`src/rtl/wta_leaky_n_if.sv`:
```
// Sample-in / result-out bundle for wta_leaky_n. The master drives samples and
// control; the slave (the WTA stage) returns the registered winner result.
interface wta_leaky_n_if #(
    parameter int unsigned N_CH = 4,
    parameter int unsigned W    = 4
);
    localparam int unsigned IDX_W = (N_CH > 1) ? $clog2(N_CH) : 1;

    logic [N_CH*W-1:0] current;
    logic              in_valid;
    logic              mode;
    logic              clear;
    logic [N_CH*W-1:0] u_out;
    logic [IDX_W-1:0]  winner_idx;
    logic [N_CH-1:0]   winner_onehot;
    logic              out_valid;

    modport master (
        output current, in_valid, mode, clear,
        input  u_out, winner_idx, winner_onehot, out_valid
    );

    modport slave (
        input  current, in_valid, mode, clear,
        output u_out, winner_idx, winner_onehot, out_valid
    );
endinterface

```
`src/rtl/wta_leaky_n.sv`:
```
// N-channel winner-take-all with leaky accumulators and hysteresis.
// Stage 1 updates the accumulators; stage 2 resolves the winner and drives its lane.
module wta_leaky_n #(
    parameter int unsigned N_CH       = 4,
    parameter int unsigned W          = 4,
    parameter int unsigned ACC_W      = 8,
    parameter int unsigned LEAK_SHIFT = 2,
    parameter int unsigned HYST       = 2
) (
    input logic          clk,
    input logic          rst_n,
    wta_leaky_n_if.slave bus
);
    localparam int unsigned IDX_W = (N_CH > 1) ? $clog2(N_CH) : 1;
    localparam logic [ACC_W:0] HYST_EXT = (ACC_W+1)'(HYST);

    // Stage 1 state
    logic [ACC_W-1:0]  acc_q [N_CH];
    logic [ACC_W-1:0]  acc_d [N_CH];
    logic [ACC_W:0]    sum   [N_CH];
    logic [N_CH*W-1:0] sample_q;
    logic              s1_valid_q;

    // Stage 2 state
    logic              has_winner_q;
    logic [IDX_W-1:0]  winner_idx_q;
    logic [N_CH-1:0]   onehot_q;
    logic [N_CH*W-1:0] u_out_q;
    logic              out_valid_q;

    logic [IDX_W-1:0]  chal;
    logic [ACC_W-1:0]  best;
    logic              take_over;
    logic [IDX_W-1:0]  next_idx;
    logic [N_CH*W-1:0] u_out_d;
    logic [N_CH-1:0]   onehot_d;

    // One extra bit of headroom lets the leaky sum saturate instead of wrapping.
    always_comb begin
        for (int i = 0; i < N_CH; i++) begin
            sum[i] = {1'b0, acc_q[i]} - ({1'b0, acc_q[i]} >> LEAK_SHIFT)
                   + (ACC_W+1)'(bus.current[i*W +: W]);
            if (!bus.mode) begin
                acc_d[i] = ACC_W'(bus.current[i*W +: W]);
            end else if (sum[i][ACC_W]) begin
                acc_d[i] = '1;
            end else begin
                acc_d[i] = sum[i][ACC_W-1:0];
            end
        end
    end

    always_ff @(posedge clk or negedge rst_n) begin
        if (!rst_n) begin
            for (int i = 0; i < N_CH; i++) acc_q[i] <= '0;
            sample_q   <= '0;
            s1_valid_q <= 1'b0;
        end else if (bus.clear) begin
            for (int i = 0; i < N_CH; i++) acc_q[i] <= '0;
            s1_valid_q <= 1'b0;
        end else begin
            s1_valid_q <= bus.in_valid;
            if (bus.in_valid) begin
                acc_q    <= acc_d;
                sample_q <= bus.current;
            end
        end
    end

    // Strict compare keeps the lowest index on ties.
    always_comb begin
        chal = '0;
        best = acc_q[0];
        for (int i = 1; i < N_CH; i++) begin
            if (acc_q[i] > best) begin
                best = acc_q[i];
                chal = IDX_W'(i);
            end
        end
    end

    always_comb begin
        take_over = {1'b0, acc_q[chal]} > ({1'b0, acc_q[winner_idx_q]} + HYST_EXT);
        next_idx  = winner_idx_q;
        if (!has_winner_q || ((chal != winner_idx_q) && take_over)) begin
            next_idx = chal;
        end
        u_out_d  = '0;
        onehot_d = '0;
        for (int i = 0; i < N_CH; i++) begin
            if (next_idx == IDX_W'(i)) begin
                u_out_d[i*W +: W] = sample_q[i*W +: W];
                onehot_d[i]       = 1'b1;
            end
        end
    end

    // winner_idx_q doubles as the incumbent; clear only drops has_winner so outputs hold.
    always_ff @(posedge clk or negedge rst_n) begin
        if (!rst_n) begin
            has_winner_q <= 1'b0;
            winner_idx_q <= '0;
            onehot_q     <= '0;
            u_out_q      <= '0;
            out_valid_q  <= 1'b0;
        end else begin
            out_valid_q <= s1_valid_q & ~bus.clear;
            if (bus.clear) begin
                has_winner_q <= 1'b0;
            end else if (s1_valid_q) begin
                has_winner_q <= 1'b1;
                winner_idx_q <= next_idx;
                onehot_q     <= onehot_d;
                u_out_q      <= u_out_d;
            end
        end
    end

    assign bus.u_out         = u_out_q;
    assign bus.winner_idx    = winner_idx_q;
    assign bus.winner_onehot = onehot_q;
    assign bus.out_valid     = out_valid_q;
endmodule

```
`src/flat_wrapper.sv`:
```
// flat-port wrapper written by rule: the top's interface ports become plain ports
module wta_leaky_n_flat 
#(
    parameter int unsigned N_CH       = 4,
    parameter int unsigned W          = 4,
    parameter int unsigned ACC_W      = 8,
    parameter int unsigned LEAK_SHIFT = 2,
    parameter int unsigned HYST       = 2
)
  (clk, rst_n, bus_current, bus_in_valid, bus_mode, bus_clear, bus_u_out, bus_winner_idx, bus_winner_onehot, bus_out_valid);
  wta_leaky_n_if #(.N_CH(N_CH), .W(W)) bus_i ();
  input logic clk;
  input logic rst_n;
  input wire logic [$bits(bus_i.current)-1:0] bus_current;
  input wire logic [$bits(bus_i.in_valid)-1:0] bus_in_valid;
  input wire logic [$bits(bus_i.mode)-1:0] bus_mode;
  input wire logic [$bits(bus_i.clear)-1:0] bus_clear;
  output wire logic [$bits(bus_i.u_out)-1:0] bus_u_out;
  output wire logic [$bits(bus_i.winner_idx)-1:0] bus_winner_idx;
  output wire logic [$bits(bus_i.winner_onehot)-1:0] bus_winner_onehot;
  output wire logic [$bits(bus_i.out_valid)-1:0] bus_out_valid;
  assign bus_i.current = bus_current;
  assign bus_i.in_valid = bus_in_valid;
  assign bus_i.mode = bus_mode;
  assign bus_i.clear = bus_clear;
  assign bus_u_out = bus_i.u_out;
  assign bus_winner_idx = bus_i.winner_idx;
  assign bus_winner_onehot = bus_i.winner_onehot;
  assign bus_out_valid = bus_i.out_valid;
  wta_leaky_n #(.N_CH(N_CH), .W(W), .ACC_W(ACC_W), .LEAK_SHIFT(LEAK_SHIFT), .HYST(HYST)) u_core (.clk(clk), .rst_n(rst_n), .bus(bus_i));
endmodule
```
`config.mk`:
```
export PLATFORM = sky130hd
export DESIGN_NAME = wta_leaky_n_flat
export DESIGN_NICKNAME = d
export VERILOG_FILES = /design/src/rtl/wta_leaky_n_if.sv /design/src/rtl/wta_leaky_n.sv /design/src/flat_wrapper.sv
export SDC_FILE = /design/constraint.sdc
export NUM_CORES = 1
export LEC_CHECK = 0
export CORE_MARGIN = 2
export CORE_UTILIZATION = 65
export CTS_CLUSTER_DIAMETER = 200
export CTS_CLUSTER_SIZE = 28
export DETAILED_ROUTE_END_ITERATION = 10
export PLACE_DENSITY = 0.87
export RECOVER_POWER = 25
export REMOVE_ABC_BUFFERS = 1
export SYNTH_ARGS = -nofsm -noshare
export SYNTH_HDL_FRONTEND = slang
export SYNTH_SLANG_ARGS = --single-unit
```
`constraint.sdc`:
```
create_clock -name clk -period 22.6 [get_ports clk]
set_clock_uncertainty 0.1 [all_clocks]
set_input_delay 4.52 -clock clk [delete_from_list [all_inputs] [get_ports clk]]
set_output_delay 4.52 -clock clk [all_outputs]
set_load 0.005 [all_outputs]
```
==> key figures, run 1 <==
Timing
  • Final hold viol count: 0
  • Least-Margin Pin Slew: 3910 ps
  • Number of endpoints failing setup at the final stage: 0
  • Max-Slew Margin vs Limit: -1.61
  • Setup repair after global routing missed its margin: false
  • Total negative setup slack: 0 ps
  • Tightest hold margin: 384 ps
  • Fmax: 0.116 GHz
  • Final Max Tran Viols: 74
  • Min Tclk post-route: 8610 ps
  • Period utilization: 0.381

Detailed routing
  • Number of remaining DRC errors: 0
  • DRC violation total after the first TritonRoute iteration: 368
  • Number of vias per cell after detailed routing: 6.33
  • Antenna viol nets, final: 0
  • Wire length on met1: 6410 microns
  • Post-detailed-route wirelength per cell: 18.9 microns
  • Met3 layer wire length in the routed design: 1090 microns
  • Top layer reached by signal wires: met4
  • First-pass iteration count of the detailed router: 5
  • Total via count after detailed routing: 5253
  • Routed wire length: 15700 microns
  • DR WL met2: 7800 microns

Synth
  • Biggest area contributors in the synthesized netlist: dfrtp_1 29%, ha_1 16%, inv_1 5.3%
  • Count of yosys warnings during synthesis: 0
  • Area share of the largest cell type after synthesis: 0.295
  • Prevailing post-synth register cell: dfrtp_1
  • Register bit count reported by yosys: 73
  • Distinct cell type count after synthesis: 51
  • Total standard cell area after synthesis: 0.00620 sq mm
  • Cell taking the most area after synthesis: dfrtp_1
  • Average size of a mapped cell: 9.43 sq um
  • Share of synthesized area occupied by flip-flops and latches: 0.295
  • Gate count after technology mapping: 657
  • Share of flip-flops with an asynchronous set or reset after synthesis: 1.00
  • Post-synth EDFFs: 0

Global route
  • Via count of the first global-routing pass: 5353
  • Overflow after GRT: 0
  • Pin count of the biggest net entering global routing: 74
  • Initial antenna violation count: 0
  • First-pass GRT wire length: 25400 microns
  • Overall routing resource usage: 0.315

Clocking
  • Clock latency at the later pin of the worst-skew pair: 360 ps
  • Hold buffer count at CTS: 0
  • Number of buffers created by CTS: 9
  • TritonCTS clock tree: built
  • Cts repair resizes: 0
  • CTS root buf: clkbuf_8
  • Clock Path Buffers: 2
  • Maximum level of the CTS H-tree: 3
  • CTS Sinks: 73
  • Setup repair bufs after CTS: 0
  • Reg clk slew, reported paths: 100 ps

Critical path
  • CP Launch Type: flop
  • Critical path startpoint: u_core.acc_q[29]
  • Arrival @ worst endpoint: 8790 ps
  • Crit-path slowest cell: a21oi_1
  • Critical Path Fanout Max: 14
  • Worst Setup End Kind: flop
  • Critical register-to-register path startpoint: u_core.acc_q[29]
  • Crit path required time: 22790 ps
  • Most used cell along the critical path: ha_1
  • Class of the most critical setup path: flop to flop
  • Maximum cell stage delay along the critical path: 610 ps

Cells and area
  • Count of inserted antenna diode cells: 0
  • Top library cells by usage in the layout, fill and taps aside: 87 x inv_1, 77 x ha_1, 73 x dfrtp_1, 42 x clkdlybuf4s50_1, 41 x a21oi_1
  • Post-route cell area: 0.00695 sq mm
  • Total number of nets in the final design: 810
  • Most common cell after layout, fill and taps aside: inv_1
  • Synth-to-Final Area Change: 12.1%
  • Share of post-route cells with drive strength above 1: 0.0827

Run status
  • Result of the run: finished, violations left
  • Violated checks: max-capacitance violations, max-slew violations

Die
  • Num ports: 44
  • Horiz. Die Dim: 102 microns
  • Die outline area: 0.0103 sq mm
  • Site Rows: 35
  • Total core area: 0.00924 sq mm
  • Effective utilization at floorplan: 0.671
  • Die Ht: 102 microns

Hold path
  • Hold_sp: u_core.bus.winner_onehot[0]
  • Hold Path Class: flop to flop

Place
  • HPWL after detailed placement: 11600 microns
  • Area after detailed placement: 0.00676 sq mm
  • Port Buffer Count: 43
  • Final weighted congestion in routability-driven placement: 0.911

Run
  • Number of maximum-capacitance constraint violations: 1
worst max-delay path: cells and delay by family (launching register included):
kind | cells | cell delay (ps)
AND/OR/NAND/NOR | 7 | 1380
flip-flops | 1 | 490
multiplexers | 4 | 1280
buffers and inverters | 4 | 970
AO/OA/AOI/OAI | 11 | 3100
adder cells (fa/ha/maj) | 4 | 1210
worst paths after layout:
kind / end / slack, ps / cells past startpoint
max: u_core.bus.u_out[0] / 13990 / 30
min: u_core.bus.winner_onehot[0] / 380 / 1
max reg2reg: u_core.bus.u_out[0] / 13990 / 30
min reg2reg: u_core.bus.winner_onehot[0] / 380 / 1
max in group asynchronous: u_core.sample_q[3] / 14760 / 1
min in group asynchronous: u_core.acc_q[6] / 5410 / 1
Yosys cell counts (all sizes together) (6+ instances only):
| library cell | number |
|---|---|
| nor3 | 9 |
| a21boi | 6 |
| o21ai | 38 |
| dfrtp | 73 |
| nand4 | 10 |
| mux2 | 18 |
| nand2 | 26 |
| a22o | 16 |
| xnor2 | 18 |
| nand2b | 12 |
| a21oi | 41 |
| mux4 | 8 |
| nor2b | 9 |
| mux2i | 16 |
| or3 | 8 |
| o211ai | 6 |
| a21o | 28 |
| a31oi | 18 |
| nor2 | 37 |
| o22ai | 6 |
| clkbuf | 19 |
| xor2 | 14 |
| inv | 87 |
| fa | 16 |
| ha | 77 |
cell families (layout without fill, tap and decap cells):
group	count (synthesis)	after routing	share of synthesized area
compound gates	179	179	0.190
simple gates	128	128	0.107
buf+inv	110	154	0.0682
fa+ha+maj	93	93	0.207
flops	73	73	0.295
mux	42	42	0.0876
xor+xnor	32	32	0.0452
flip-flops by register name, summed over array words and instances (netlist names):
signal and cells:
u_core.bus.winner_idx 2, u_core.sample_q 16, u_core.has_winner_q 1, u_core.bus.u_out 16
u_core.acc_q 32, u_core.bus.winner_onehot 4, u_core.bus.out_valid 1, u_core.s1_valid_q 1
cell type report:
type                            count  area, sq um
Multi-Input combinational cell    474         3950
Fill cell                         638         2290
Sequential cell                    73         1830
Timing Repair Buffer               51          484
Inverter                           87          327
Tap cell                          129          161
Clock buffer                       10          128
Clock inverter                      6         67.6
layer usage:
layer	vias to the layer above	global-route usage
li1	2412	-
met1	2571	0.399
met2	237	0.545
met3	33	0.0469
met4	0	0.122
met5	-	0
metrics by stage:
stage / utilization / worst slack [ps] / std cells
CTS: 0.752 / 14160 / 830
global route: 0.752 / 13410 / 830
detailed placement: 0.731 / 14240 / 814
floorplan: - / 14700 / 634
global placement: 0.731 / 14510 / 814
finish: 0.752 / 13990 / 830
Power of run 1 is not shown: default switching activity piles up to over one toggle a cycle in this logic, so the estimate is an artifact.
==> run 2: changes to the inputs <==
--- a/config.mk
+++ b/config.mk
@@ -6,11 +6,11 @@
 export NUM_CORES = 1
 export LEC_CHECK = 0
 export CORE_MARGIN = 2
-export CORE_UTILIZATION = 65
+export CORE_UTILIZATION = 55
 export CTS_CLUSTER_DIAMETER = 200
 export CTS_CLUSTER_SIZE = 28
 export DETAILED_ROUTE_END_ITERATION = 10
-export PLACE_DENSITY = 0.87
+export PLACE_DENSITY = 0.78
 export RECOVER_POWER = 25
 export REMOVE_ABC_BUFFERS = 1
 export SYNTH_ARGS = -nofsm -noshare
==> constraint.sdc (replaced) <==
create_clock -name clk -period 7.4 [get_ports clk]
set_clock_uncertainty 0.1 [all_clocks]
set_input_delay 1.48 -clock clk [delete_from_list [all_inputs] [get_ports clk]]
set_output_delay 1.48 -clock clk [all_outputs]
set_load 0.005 [all_outputs]
==> run 2 against run 1 <==
Compared with the run above:
- first-iteration DRC count is 21% lower
- wire length is 1.8% lower
- the flow still finishes with violations (max-capacitance violations, max-slew violations)
- die area is 17% higher
- critical path type unchanged
- hold slack better by 3.5 ps
==> key figures, run 2 (same netlist as run 1, synthesis figures left out) <==
Detailed routing
  • Routed wire length: 15400 microns
  • DRC violation total after the first TritonRoute iteration: 292
  • Antenna viol nets, final: 0
  • Number of vias per cell after detailed routing: 5.95
  • Total via count after detailed routing: 5049
  • First-pass iteration count of the detailed router: 5
  • Number of remaining DRC errors: 0
  • Post-detailed-route wirelength per cell: 18.2 microns

Critical path
  • Arrival @ worst endpoint: 7140 ps
  • Critical path startpoint: u_core.acc_q[21]
  • Maximum cell stage delay along the critical path: 470 ps
  • Worst Setup End Kind: flop
  • Most used cell along the critical path: ha_1
  • Crit-path slowest cell: dfrtp_1
  • Kind of cell adding the most delay to the critical path: compound AO/OA/AOI/OAI gates
  • CP Launch Type: flop
  • Critical Path Fanout Max: 21
  • Crit path required time: 7540 ps
  • Worst path buffer plus inverter count: 4
  • Class of the most critical setup path: flop to flop
  • Critical register-to-register path startpoint: u_core.acc_q[21]

Die
  • Num ports: 44
  • Effective utilization at floorplan: 0.567
  • Site Rows: 38
  • Die Ht: 110 microns
  • Horiz. Die Dim: 110 microns
  • Total core area: 0.0109 sq mm
  • Die outline area: 0.0121 sq mm

Run status
  • Violated checks: max-capacitance violations, max-slew violations
  • Result of the run: finished, violations left

Place
  • DP Cell Count: 826
  • Port Buffer Count: 43
  • Worst slack after detailed placement: 242 ps
  • Final weighted congestion in routability-driven placement: 0.945
  • HPWL after detailed placement: 11500 microns

Cells and area
  • Count of non-filler cells in the finished layout: 848
  • Total number of nets in the final design: 817
  • Share of post-route cells with drive strength above 1: 0.105
  • Synth-to-Final Area Change: 15.8%
  • Most common cell after layout, fill and taps aside: inv_1
  • Register bank with the most flops: u_core.acc_q
  • Flip-flop count of the largest register after layout: 32
  • Count of inserted antenna diode cells: 0
  • Top library cells by usage in the layout, fill and taps aside: 87 x inv_1, 77 x ha_1, 72 x dfrtp_1, 42 x clkdlybuf4s50_1, 40 x a21oi_1

Clocking
  • Clock Path Buffers: 2
  • Hold buffer count at CTS: 0
  • CTS root buf: clkbuf_16
  • CTS Sinks: 73
  • Number of buffers created by CTS: 9
  • TritonCTS clock tree: built
  • Reg clk slew, reported paths: 60 ps
  • Clock latency at the later pin of the worst-skew pair: 350 ps
  • Maximum level of the CTS H-tree: 3

Timing
  • Final Max Tran Viols: 74
  • Total negative setup slack: 0 ps
  • Min Tclk post-route: 7010 ps
  • Period utilization: 0.947
  • Max-Slew Margin vs Limit: -1.64
  • Least-Margin Pin Slew: 3960 ps
  • Tightest hold margin: 387 ps
  • Setup repair after global routing missed its margin: false
  • Final hold viol count: 0
  • Fmax: 0.143 GHz
  • Post-layout worst setup margin: 393 ps
  • Number of endpoints failing setup at the final stage: 0

Global route
  • First-pass GRT wire length: 25200 microns
  • Initial antenna violation count: 0
  • Overall routing resource usage: 0.272
  • Overflow after GRT: 0
  • Via count of the first global-routing pass: 5066
  • Pin count of the biggest net entering global routing: 74

Hold path
  • Hold Path Class: flop to flop
  • Hold_sp: u_core.bus.winner_onehot[3]

Run
  • Number of maximum-capacitance constraint violations: 1
run 2: path summary, 6_finish.rpt:
check | slack, ps | end | cells past startpoint
max | 390 | u_core.bus.u_out[8] | 31
min | 390 | u_core.bus.winner_onehot[3] | 1
max reg2reg | 390 | u_core.bus.u_out[8] | 31
min reg2reg | 390 | u_core.bus.winner_onehot[3] | 1
max in group asynchronous | 2270 | u_core.acc_q[29] | 1
min in group asynchronous | 2410 | u_core.bus.u_out[3] | 1
run 2: metrics by stage:
step                area [sq um]   util
global placement            6780  0.620
detailed placement          6780  0.620
floorplan                   6100      -
global route                7180  0.657
CTS                         7060  0.646
finish                      7180  0.657
run 2: layout make-up:
type                            instances  area, sq um
Multi-Input combinational cell        474         4020
Fill cell                             867         3750
Sequential cell                        73         1830
Timing Repair Buffer                   58          544
Inverter                               87          327
Clock buffer                            9          225
Tap cell                              140          175
Clock inverter                          7         61.3
run 2: metal layers:
layer,global-route usage,vias up,share of wire
li1,-,2421,-
met1,0.361,2446,0.45
met2,0.443,152,0.47
met3,0.0600,30,0.054
met4,0.0920,0,0.028
met5,0,-,0
run 2: worst reg2reg max path, delay by kind of cell, from the launching register on:
family | cells | cell delay (ps)
AOI/OAI and AO/OA | 12 | 2320
adders and majority gates | 4 | 1190
buffers and inverters | 4 | 730
DFF | 1 | 470
muxes | 4 | 1170
and+or+nand+nor | 7 | 880
run 2: repair_timing:
action | in CTS | in global routing
resized for setup | 0 | 15
setup buffers | 0 | 5
hold endpoints to repair | 0 | 0
setup endpoints to repair | 0 | 22
Power of run 2 is left out for the same reason.
